<file path="src/rtl/change_event_sched_if.sv">
// Event port between change_event_sched (master) and a single consumer (slave).
interface change_event_sched_if #(
    parameter int N_CH = 4,
    parameter int DW   = 2,
    parameter int TSW  = 16
);
    localparam int CW = $clog2(N_CH);

    logic           evt_valid;
    logic           evt_ready;
    logic [CW-1:0]  evt_ch;
    logic [DW-1:0]  evt_old;
    logic [DW-1:0]  evt_new;
    logic [TSW-1:0] evt_time;

    modport master (
        output evt_valid, evt_ch, evt_old, evt_new, evt_time,
        input  evt_ready
    );

    modport slave (
        input  evt_valid, evt_ch, evt_old, evt_new, evt_time,
        output evt_ready
    );
endinterface

</file>
<file path="src/rtl/change_event_sched.sv">
// Change-event scheduler: captures per-channel value changes and serializes them round-robin.
// Define CES_INIT_EVENT_EN to report nonzero channels on the first cycle after reset.
module change_event_sched #(
    parameter int N_CH = 4,
    parameter int DW   = 2,
    parameter int TSW  = 16
) (
    input  logic                 clk,
    input  logic                 rst_n,
    input  logic [N_CH*DW-1:0]   ch_data,
    input  logic [N_CH-1:0]      ch_mask,
    output logic [N_CH-1:0]      ovf,
    input  logic                 ovf_clr,
    change_event_sched_if.master evt
);
    localparam int CW = $clog2(N_CH);

    typedef enum logic {IDLE, SHOW} state_t;
    state_t state, state_nx;

    logic [DW-1:0]   prev      [N_CH];
    logic [DW-1:0]   slot_old  [N_CH];
    logic [DW-1:0]   slot_new  [N_CH];
    logic [TSW-1:0]  slot_time [N_CH];
    logic [N_CH-1:0] pend;
    logic [TSW-1:0]  ts;
    logic [CW-1:0]   last;

    logic [N_CH-1:0] watch_chg, chg, take, set_ovf, req, above, hi, pick;
    logic [CW-1:0]   base, grant_ch;
    logic            accept, grant_any, load;

    always_comb begin
        watch_chg = '0;
        for (int i = 0; i < N_CH; i++)
            watch_chg[i] = ch_mask[i] && (ch_data[i*DW +: DW] != prev[i]);
    end

`ifdef CES_INIT_EVENT_EN
    assign chg = watch_chg;
`else
    // The first edge after reset only records the baseline into prev.
    logic base_done;
    always_ff @(posedge clk or negedge rst_n) begin
        if (!rst_n) base_done <= 1'b0;
        else        base_done <= 1'b1;
    end
    assign chg = base_done ? watch_chg : '0;
`endif

    assign accept  = (state == SHOW) && evt.evt_ready;
    assign take    = accept ? (N_CH'(1) << evt.evt_ch) : '0;
    assign set_ovf = chg & pend & ~take;

    // Round-robin: prefer requesters above the last grant, else wrap to the lowest one.
    always_comb begin
        base     = accept ? evt.evt_ch : last;
        req      = pend & ~take;
        above    = '0;
        for (int i = 0; i < N_CH; i++)
            above[i] = (i > int'(base));
        hi        = req & above;
        pick      = (|hi) ? hi : req;
        grant_any = |req;
        grant_ch  = '0;
        for (int i = N_CH - 1; i >= 0; i--)
            if (pick[i]) grant_ch = CW'(i);
    end

    assign load = grant_any && ((state == IDLE) || accept);

    always_comb begin
        state_nx = state;
        case (state)
            IDLE:    if (grant_any) state_nx = SHOW;
            SHOW:    if (accept)    state_nx = grant_any ? SHOW : IDLE;
            default: state_nx = IDLE;
        endcase
    end

    always_ff @(posedge clk or negedge rst_n) begin
        if (!rst_n) state <= IDLE;
        else        state <= state_nx;
    end

    assign evt.evt_valid = (state == SHOW);

    always_ff @(posedge clk or negedge rst_n) begin
        if (!rst_n) begin
            last         <= CW'(N_CH - 1);
            evt.evt_ch   <= '0;
            evt.evt_old  <= '0;
            evt.evt_new  <= '0;
            evt.evt_time <= '0;
        end else begin
            if (accept) last <= evt.evt_ch;
            if (load) begin
                evt.evt_ch   <= grant_ch;
                evt.evt_old  <= slot_old[grant_ch];
                evt.evt_new  <= slot_new[grant_ch];
                evt.evt_time <= slot_time[grant_ch];
            end
        end
    end

    // A change on the channel being accepted starts a fresh event from the delivered value.
    always_ff @(posedge clk or negedge rst_n) begin
        if (!rst_n) begin
            ts   <= '0;
            pend <= '0;
            ovf  <= '0;
            for (int i = 0; i < N_CH; i++) begin
                prev[i]      <= '0;
                slot_old[i]  <= '0;
                slot_new[i]  <= '0;
                slot_time[i] <= '0;
            end
        end else begin
            ts <= ts + 1'b1;
            for (int i = 0; i < N_CH; i++) begin
                prev[i] <= ch_data[i*DW +: DW];
                if (set_ovf[i]) begin
                    slot_new[i] <= ch_data[i*DW +: DW];
                end else if (chg[i]) begin
                    pend[i]      <= 1'b1;
                    slot_old[i]  <= take[i] ? evt.evt_new : prev[i];
                    slot_new[i]  <= ch_data[i*DW +: DW];
                    slot_time[i] <= ts;
                end else if (take[i]) begin
                    pend[i] <= 1'b0;
                end
                if (set_ovf[i])   ovf[i] <= 1'b1;
                else if (ovf_clr) ovf[i] <= 1'b0;
            end
        end
    end
endmodule

</file>
<file path="src/flat_wrapper.sv">
// flat-port wrapper written by rule: the top's interface ports become plain ports
module change_event_sched_flat 
#(
    parameter int N_CH = 4,
    parameter int DW   = 2,
    parameter int TSW  = 16
)
  (clk, rst_n, ch_data, ch_mask, ovf, ovf_clr, evt_evt_valid, evt_evt_ch, evt_evt_old, evt_evt_new, evt_evt_time, evt_evt_ready);
  change_event_sched_if #(.N_CH(N_CH), .DW(DW), .TSW(TSW)) evt_i ();
  input  logic clk;
  input  logic rst_n;
  input  logic [N_CH*DW-1:0] ch_data;
  input  logic [N_CH-1:0] ch_mask;
  output logic [N_CH-1:0] ovf;
  input  logic ovf_clr;
  output wire logic [$bits(evt_i.evt_valid)-1:0] evt_evt_valid;
  output wire logic [$bits(evt_i.evt_ch)-1:0] evt_evt_ch;
  output wire logic [$bits(evt_i.evt_old)-1:0] evt_evt_old;
  output wire logic [$bits(evt_i.evt_new)-1:0] evt_evt_new;
  output wire logic [$bits(evt_i.evt_time)-1:0] evt_evt_time;
  input wire logic [$bits(evt_i.evt_ready)-1:0] evt_evt_ready;
  assign evt_evt_valid = evt_i.evt_valid;
  assign evt_evt_ch = evt_i.evt_ch;
  assign evt_evt_old = evt_i.evt_old;
  assign evt_evt_new = evt_i.evt_new;
  assign evt_evt_time = evt_i.evt_time;
  assign evt_i.evt_ready = evt_evt_ready;
  change_event_sched #(.N_CH(N_CH), .DW(DW), .TSW(TSW)) u_core (.clk(clk), .rst_n(rst_n), .ch_data(ch_data), .ch_mask(ch_mask), .ovf(ovf), .ovf_clr(ovf_clr), .evt(evt_i));
endmodule
</file>
<file path="config.mk">
export PLATFORM = sky130hd
export DESIGN_NAME = change_event_sched_flat
export DESIGN_NICKNAME = d
export VERILOG_FILES = /design/src/rtl/change_event_sched_if.sv /design/src/rtl/change_event_sched.sv /design/src/flat_wrapper.sv
export SDC_FILE = /design/constraint.sdc
export NUM_CORES = 1
export LEC_CHECK = 0
export CAP_MARGIN = 20
export CORE_ASPECT_RATIO = 0.75
export CORE_MARGIN = 5
export CORE_UTILIZATION = 30
export CTS_CLUSTER_DIAMETER = 40
export DETAILED_ROUTE_END_ITERATION = 8
export DONT_BUFFER_PORTS = 1
export PLACE_DENSITY = 0.53
export SLEW_MARGIN = 30
export SYNTH_ARGS = -nofsm -noshare
export SYNTH_HDL_FRONTEND = slang
export SYNTH_SLANG_ARGS = --single-unit
</file>
<file path="constraint.sdc">
create_clock -name clk -period 5.6 [get_ports clk]
set_input_delay 0.28 -clock clk [delete_from_list [all_inputs] [get_ports clk]]
set_output_delay 0.28 -clock clk [all_outputs]
set_load 0.01 [all_outputs]
</file>
==> metrics, run 1 <==
GRT Max-Usage Layer met2; vias per inst a little under 5; Placer Congestion ~0.76; worst flop-to-flop path endpoint u_core.evt.evt_time[9]$_DFFE_PN0P_; final wirelength 15,200 um; share of the synthesized area in the top cell type between 50% and 60%; largest net degree at the start of global routing roughly 140; static leakage around 0.0032 uW; Max Cap Viol 0; area leader, netlist dfrtp_1; grt met1 use between 10% and 20%; ANT nets after route 0; I/O Pins 43; Non-Filler Instances 877; Synth area leaders dfrtp_1 54%, mux2i_1 7.6%, mux2_2 7.3%; Post-Syn Nets between 500 and 600; Post-Syn Area 0.00634 sq mm; die width 178 um; Worst Hold Class in -> reg; initial antenna violation count 0; ratio of cells with drive above 1 in the final layout between 10% and 20%; sequential fraction of the synthesis area a little over half; number of DRC markers in iteration 0 294; total gr overflow 0; max incr delay on CP slightly above 0.7 ns; Rows 46; TritonCTS clock tree done; Post-synth EDFFs 0; hold_sp ch_data[6]; Post-Syn Instances 575; Placed Area 0.00652 sq mm; dpl cells roughly 830; CP startpoint kind flip-flop; IO Port Bufs 0; async set or reset register ratio after synthesis between 90% and 100%; period utilization roughly 50%; cts bufs inserted 17; #FFs+latches synth 138; Max Root-Sink Buffers 2; Die Height roughly 140 um; Setup Crit Path Kind reg -> reg; R2R Path Start u_core.evt.evt_ch[0]$_DFFE_PN0P_; R2R setup slack between 2 and 3 ns; total global routing track utilization a little over an eighth; CTS H-tree lvls 4; total negative slack 0 ns; sw power 1340 uW; vias post-DR between 4k and 5k; Most Frequent Cell on Critical Path o211ai_1; Clock Power Share 29.9%; DRT Pass-1 Iters 5; Root Driver clkbuf_16; Die ar. ~0.024 sq mm; Clock Skew ~0.011 ns; CP endpoint kind flip-flop; Power Dens Cells roughly 510 mW/mm^2; RSZ-0062 raised after global routing false; Clk Latency, worst-skew pair just over 0.4 ns; maximum VDD drop approximately 290 uV; Clock Sinks between 100 and 150; core outline area approximately 0.021 sq mm; area grow syn2layout 14.9%; Hold Path Cell Cnt 1; Final setup viols 0; worst-path maximum fanout 20; Final Hold Vio Count 0; Logic pwr share 31.9%; Sw Ratio 36.0%; slowest stage cell on the critical path o22a_2; met2 Usage GRT roughly a fifth; post-synth cell types 46; Avg Cell Area, Syn around 11 sq um; Diodes inserted 0; number of global-route vias before repair ~4.3k; initial core utilization a little under a third; worst slew pin tran roughly 0.90 ns; yosys warns 0; final instance area 0.00729 sq mm; Clock Pin Slew Worst Setup and Hold Paths around 0.060 ns; sequential share of power between 30% and 40%; top_reg_cell synth dfrtp_1; WP data arrival a little over 3 ns; Slew HR 40.2%; count of final max-slew check failures 0; Avg WL per Cell roughly 17 um; met3 Use GR 3.56%; Max Freq between 0.3 and 0.4 GHz; Internal between 2000 and 2500 uW; first-pass GRT wire length between 20,000 and 25,000 um; Register-to-Register Path Depth 6; dpl hpwl between 9000 and 10,000 um; critical path cell sequence and4bb_1 > o211ai_1 > a21oi_2 > o22a_2 > mux2i_1 > o211ai_1; Final min period 2.79 ns; CP required 5.85 ns; Nets approximately 590; status completed; Hold EP u_core.slot_new[0]$_DFFE_PN0P_; DRC Markers 0
[worst max-delay path, delay by kind of cell, from the launching register on]
| kind | cells | cell delay [ns] |
|---|---|---|
| AO/OA/AOI/OAI | 4 | 1.25 |
| flip-flops | 1 | 0.53 |
| multiplexers | 1 | 0.30 |
| AND/OR/NAND/NOR | 1 | 0.55 |
[stage by stage]
stage                     setup slack, ns  hold WS (ns)  util, %  total power [uW]
after global routing                 2.69       0.00190     34.8              3930
final                                2.81        0.0227     34.8              3720
after detailed placement             2.82      -0.00969     31.1              2600
after floorplan                      3.62       -0.0156        -              2370
after CTS                            2.80       0.00342     34.5              3750
after global placement               2.90      -0.00800     31.1              2550
[what timing repair did]
action	4_1_cts	5_1_grt
hold buffers	11	2
hold endpoints to repair	150	2
buffers inserted	0	0
resized for setup	0	0
[cells in the mapped netlist (3+ instances only)]
cell / number
dfrtp_1: 136
nand2_1: 70
inv_1: 49
mux2i_1: 48
mux2_2: 41
nor3_1: 40
o21ai_0: 35
o211ai_1: 25
nor2_1: 16
buf_2: 15
xnor2_1: 11
xor2_1: 11
a21oi_1: 9
nand3_1: 9
clkbuf_1: 7
buf_4: 5
buf_6: 5
o22ai_1: 4
a21oi_2: 3
and3_1: 3
[cells by family (layout without fill, tap and decap cells)]
kind of cell | Yosys count | count (layout) | synth area share, %
AND/OR/NAND/NOR | 153 | 153 | 11.3
flip-flops | 138 | 138 | 54.5
multiplexers | 90 | 90 | 15.0
AO/OA/AOI/OAI | 86 | 86 | 9.17
buffers and inverters | 84 | 98 | 6.67
XOR/XNOR | 22 | 22 | 3.04
adder cells (fa/ha/maj) | 1 | 1 | 0.197
other | 1 | 1 | 0.0591
[registers in the layout, indices dropped and copies added, names as in the netlist]
name / cells
u_core.slot_old: 8
u_core.evt.evt_ch: 2
u_core.evt.evt_valid: 1
u_core.evt.evt_new: 2
u_core.evt.evt_old: 2
u_core.pend: 4
u_core.ts: 16
u_core.last: 2
u_core.prev: 8
u_core.evt.evt_time: 16
u_core.slot_time: 64
u_core.slot_new: 8
u_core.base_done: 1
u_core.ovf: 4
[power by group through the flow]
stage                     clock [uW]  sequential, uW  combinational, uW
after floorplan                    0            1370               1000
after global placement             0            1440               1110
after detailed placement           0            1450               1150
after CTS                       1140            1430               1180
after global routing            1180            1450               1290
final                           1110            1420               1180
[routing by layer]
layer | vias up | wire (um)
li1 | 1965 | -
met2 | 83 | 6640
met1 | 2160 | 7570
met5 | - | 0
met3 | 11 | 833
met4 | 0 | 145
[cell type report]
class                   instances  area (sq um)
multi-input cells             353          2500
inverters                      49           184
flip-flops and latches        138          3460
well taps                     288           360
fillers                      2108         13700
clock buffers                  20           467
repair buffers                 18           205
clock inverters                11           120
[worst max path at each step]
stage / startpoint / end / slack, ns / depth (start not counted)
finish: u_core.evt.evt_ch[0]$_DFFE_PN0P_ / u_core.evt.evt_time[9]$_DFFE_PN0P_ / 2.81 / 6
global route: u_core.evt.evt_ch[0]$_DFFE_PN0P_ / u_core.evt.evt_time[9]$_DFFE_PN0P_ / 2.69 / 6
CTS: u_core.evt.evt_ch[0]$_DFFE_PN0P_ / u_core.evt.evt_time[9]$_DFFE_PN0P_ / 2.80 / 6
detailed placement: u_core.evt.evt_ch[0]$_DFFE_PN0P_ / u_core.evt.evt_time[13]$_DFFE_PN0P_ / 2.82 / 6
global placement: u_core.evt.evt_ch[0]$_DFFE_PN0P_ / u_core.evt.evt_time[9]$_DFFE_PN0P_ / 2.90 / 6
floorplan: u_core.evt.evt_ch[0]$_DFFE_PN0P_ / u_core.evt.evt_new[0]$_DFFE_PN0P_ / 3.62 / 8
[cells in the final DEF, fill, tap and decap left out, types with 3 or more instances in the layout]
cell           instances
dfrtp_1              136
nand2_1               68
inv_1                 49
mux2i_1               48
mux2_2                41
nor3_1                40
o21ai_0               35
o211ai_1              25
clkbuf_16             17
nor2_1                15
dlygate4sd3_1         12
xnor2_1               11
xor2_1                11
nand3_1                9
a21oi_1                8
o22ai_1                4
clkinv_2               4
buf_4                  4
and3_1                 3
clkbuf_8               3
clkinvlp_4             3
Note: power is estimated with default switching activity, not from simulation.
==> run 2, diff against run 1 <==
--- a/config.mk
+++ b/config.mk
@@ -12,7 +12,7 @@
 export CTS_CLUSTER_DIAMETER = 40
 export DETAILED_ROUTE_END_ITERATION = 8
 export DONT_BUFFER_PORTS = 1
-export PLACE_DENSITY = 0.53
+export PLACE_DENSITY = 0.54
 export SLEW_MARGIN = 30
 export SYNTH_ARGS = -nofsm -noshare
 export SYNTH_HDL_FRONTEND = slang
==> constraint.sdc (replaced) <==
create_clock -name clk -period 2.55 [get_ports clk]
set_input_delay 0.1275 -clock clk [delete_from_list [all_inputs] [get_ports clk]]
set_output_delay 0.1275 -clock clk [all_outputs]
set_load 0.01 [all_outputs]
==> run 2 against run 1 <==
The flow now finishes with violations (negative hold slack). Hold slack got worse by 0.60 ns. Combinational power rose by 140%. Die area did not move. Global-route usage fell by 0.059 points. Clock skew rose by 0.0016 ns. Highest routed layer unchanged.
==> metrics, run 2 (synthesized netlist as in run 1, its figures left out) <==
slowest stage cell on the critical path dfrtp_1 (was o22a_2); CP startpoint kind flip-flop (unchanged); Clk Latency, worst-skew pair 0.41 ns (about the same); max incr delay on CP 0.57 ns (was 0.72 ns); dpl hpwl 9270 um (was 9370 um); initial core utilization 30.3% (unchanged); Post-CTS Hold Fix Bufs 10 (was 11); TritonCTS clock tree done (unchanged); Final setup viols 0 (unchanged); final wirelength 15,100 um (was 15,200 um); failing checks negative hold slack; Rows 46 (unchanged); Setup Crit Path Kind reg -> reg (unchanged); status finished with violations (was completed); WP data arrival 2.52 ns (was 3.05 ns); Final min period 2.24 ns (was 2.79 ns); initial antenna violation count 0 (unchanged); top flop regs u_core.slot_time (64), u_core.evt.evt_time (16), u_core.ts (16) (unchanged); Clock Sinks 138 (unchanged); total global routing track utilization 13.0% (was 13.1%); CP endpoint kind flip-flop (unchanged); Max Cap Viol 0 (unchanged); hold_ws -0.577 ns (was 0.0227 ns); IO Port Bufs 0 (unchanged); Final Hold Vio Count 138 (was 0); worst-path maximum fanout 20 (unchanged); post-CTS setup buffers 0 (unchanged); critical path cell sequence and4bb_1 > o211ai_1 > a21oi_2 > o22a_1 > buf_12 > mux2i_1 > o211ai_1 (was and4bb_1 > o211ai_1 > a21oi_2 > o22a_2 > mux2i_1 > o211ai_1); CP required 2.83 ns (was 5.85 ns); ratio of cells with drive above 1 in the final layout 17.9% (was 16.8%); first-pass GRT wire length 24,300 um (was 24,600 um); worst slew pin tran 0.608 ns (was 0.895 ns); Slew HR 59.3% (was 40.2%); Post-CTS Resized 0 (unchanged); number of global-route vias before repair 4,314 (was 4,345); Max Freq 0.447 GHz (was 0.358 GHz); Worst Hold Class in -> async (was in -> reg); area grow syn2layout 16.7% (was 14.9%); I/O Pins 43 (unchanged); Die Height 136 um (unchanged); number of DRC markers in iteration 0 290 (was 294); maximum VDD drop 510 uV (was 288 uV); largest net degree at the start of global routing 139 (unchanged); Clock Pin Slew Worst Setup and Hold Paths 0.06 ns (about the same); DRT Pass-1 Iters 4 (was 5); count of final max-slew check failures 0 (unchanged); total negative slack 0 ns (unchanged); vias per inst 4.71 (was 4.81); number of flip-flops in the largest register 64 (unchanged); Layout fillers 2,079 (was 2,108); CTS H-tree lvls 4 (unchanged); Clock Skew 0.0122 ns (was 0.0106 ns); Root Driver clkbuf_16 (unchanged); Diodes inserted 0 (unchanged); DRC Markers 0 (unchanged); Most Frequent Cell on Critical Path o211ai_1 (unchanged); Nets 603 (was 594); period utilization 87.8% (was 49.9%); Placement Setup Slack 0.311 ns (was 2.82 ns); RSZ-0062 raised after global routing false (unchanged); vias post-DR 4,182 (was 4,219); die width 178 um (unchanged); core outline area 0.0210 sq mm (unchanged); Setup WS post-layout 0.312 ns (was 2.81 ns); ANT nets after route 0 (unchanged); Max Root-Sink Buffers 2 (unchanged); total gr overflow 0 (unchanged); Die ar. 0.0242 sq mm (unchanged); Placer Congestion 0.812 (was 0.759); Power Dens Cells 1160 mW/mm^2 (was 510 mW/mm^2); most common cell after layout, fill and taps aside dfrtp_1 (unchanged); static leakage 0.00326 uW (was 0.00319 uW); Avg WL per Cell 17.0 um (was 17.3 um); Biggest register u_core.slot_time (unchanged); most frequent cells in the layout 136 x dfrtp_1, 70 x nand2_1, 49 x inv_1 (was 136 x dfrtp_1, 68 x nand2_1, 49 x inv_1); cts bufs inserted 17 (unchanged)
[run 2: worst max-delay path: cells and delay by family, from the launching register on]
family	cells	cell delay, ns
mux	1	0.23
compound gates	4	0.68
simple gates	1	0.39
flops	1	0.57
buf+inv	1	0.22
[run 2: layout make-up]
type / count / area [sq um] / share of cell area (%)
sequential: 138 / 3460 / 46.7
multi-input combinational: 353 / 2470 / 33.4
clock buffer: 20 / 457 / 6.17
tap: 288 / 360 / 4.87
timing repair buffer: 27 / 290 / 3.92
clock inverter: 12 / 188 / 2.53
inverter: 49 / 184 / 2.48
[run 2: per-layer routing]
metal  part of all wire (%)  wire length, um  vias to the layer above  track usage [%]
li1                       -                -                     1980                -
met1                     48             7320                     2109             18.4
met2                     44             6700                       89             19.6
met3                    6.9             1040                        4             3.78
met4                   0.37               56                        0             3.43
met5                      0                0                        -                0
[run 2: power breakdown]
part	internal [uW]	switching (uW)	leakage (uW)	total, uW
Sequential	2700	413	0.00175	3110
Combinational	1200	1590	0.00120	2780
Clock	1710	966	0.000308	2670
[run 2: through the flow]
step                      total power [uW]  area, sq um  hold WS, ns  std cells  utilization [%]
after detailed placement              5950         6660       -0.158        845             31.8
after global placement                5860         6660       -0.162        845             31.8
final                                 8570         7400       -0.577        887             35.3
after floorplan                       5210         6340       -0.168        575                -
after global routing                  9040         7400       -0.616        887             35.3
after CTS                             8670         7400       -0.611        887             35.3
[run 2: worst paths after layout]
path                                                 from                             endpoint  slack [ns]  cells after the start
max in group asynchronous                           rst_n     u_core.slot_time[38]$_DFFE_PN0P_        2.86                      0
min in group clk                            evt_evt_ready             u_core.last[0]$_DFF_PN1_        0.02                      3
hold / removal                                      rst_n       u_core.evt.evt_valid$_DFF_PN0_       -0.58                      0
setup reg to reg           u_core.evt.evt_valid$_DFF_PN0_  u_core.evt.evt_time[14]$_DFFE_PN0P_        0.31                      7
setup / recovery           u_core.evt.evt_valid$_DFF_PN0_  u_core.evt.evt_time[14]$_DFFE_PN0P_        0.31                      7
hold reg to reg            u_core.slot_new[3]$_DFFE_PN0P_       u_core.slot_new[3]$_DFFE_PN0P_        0.50                      1
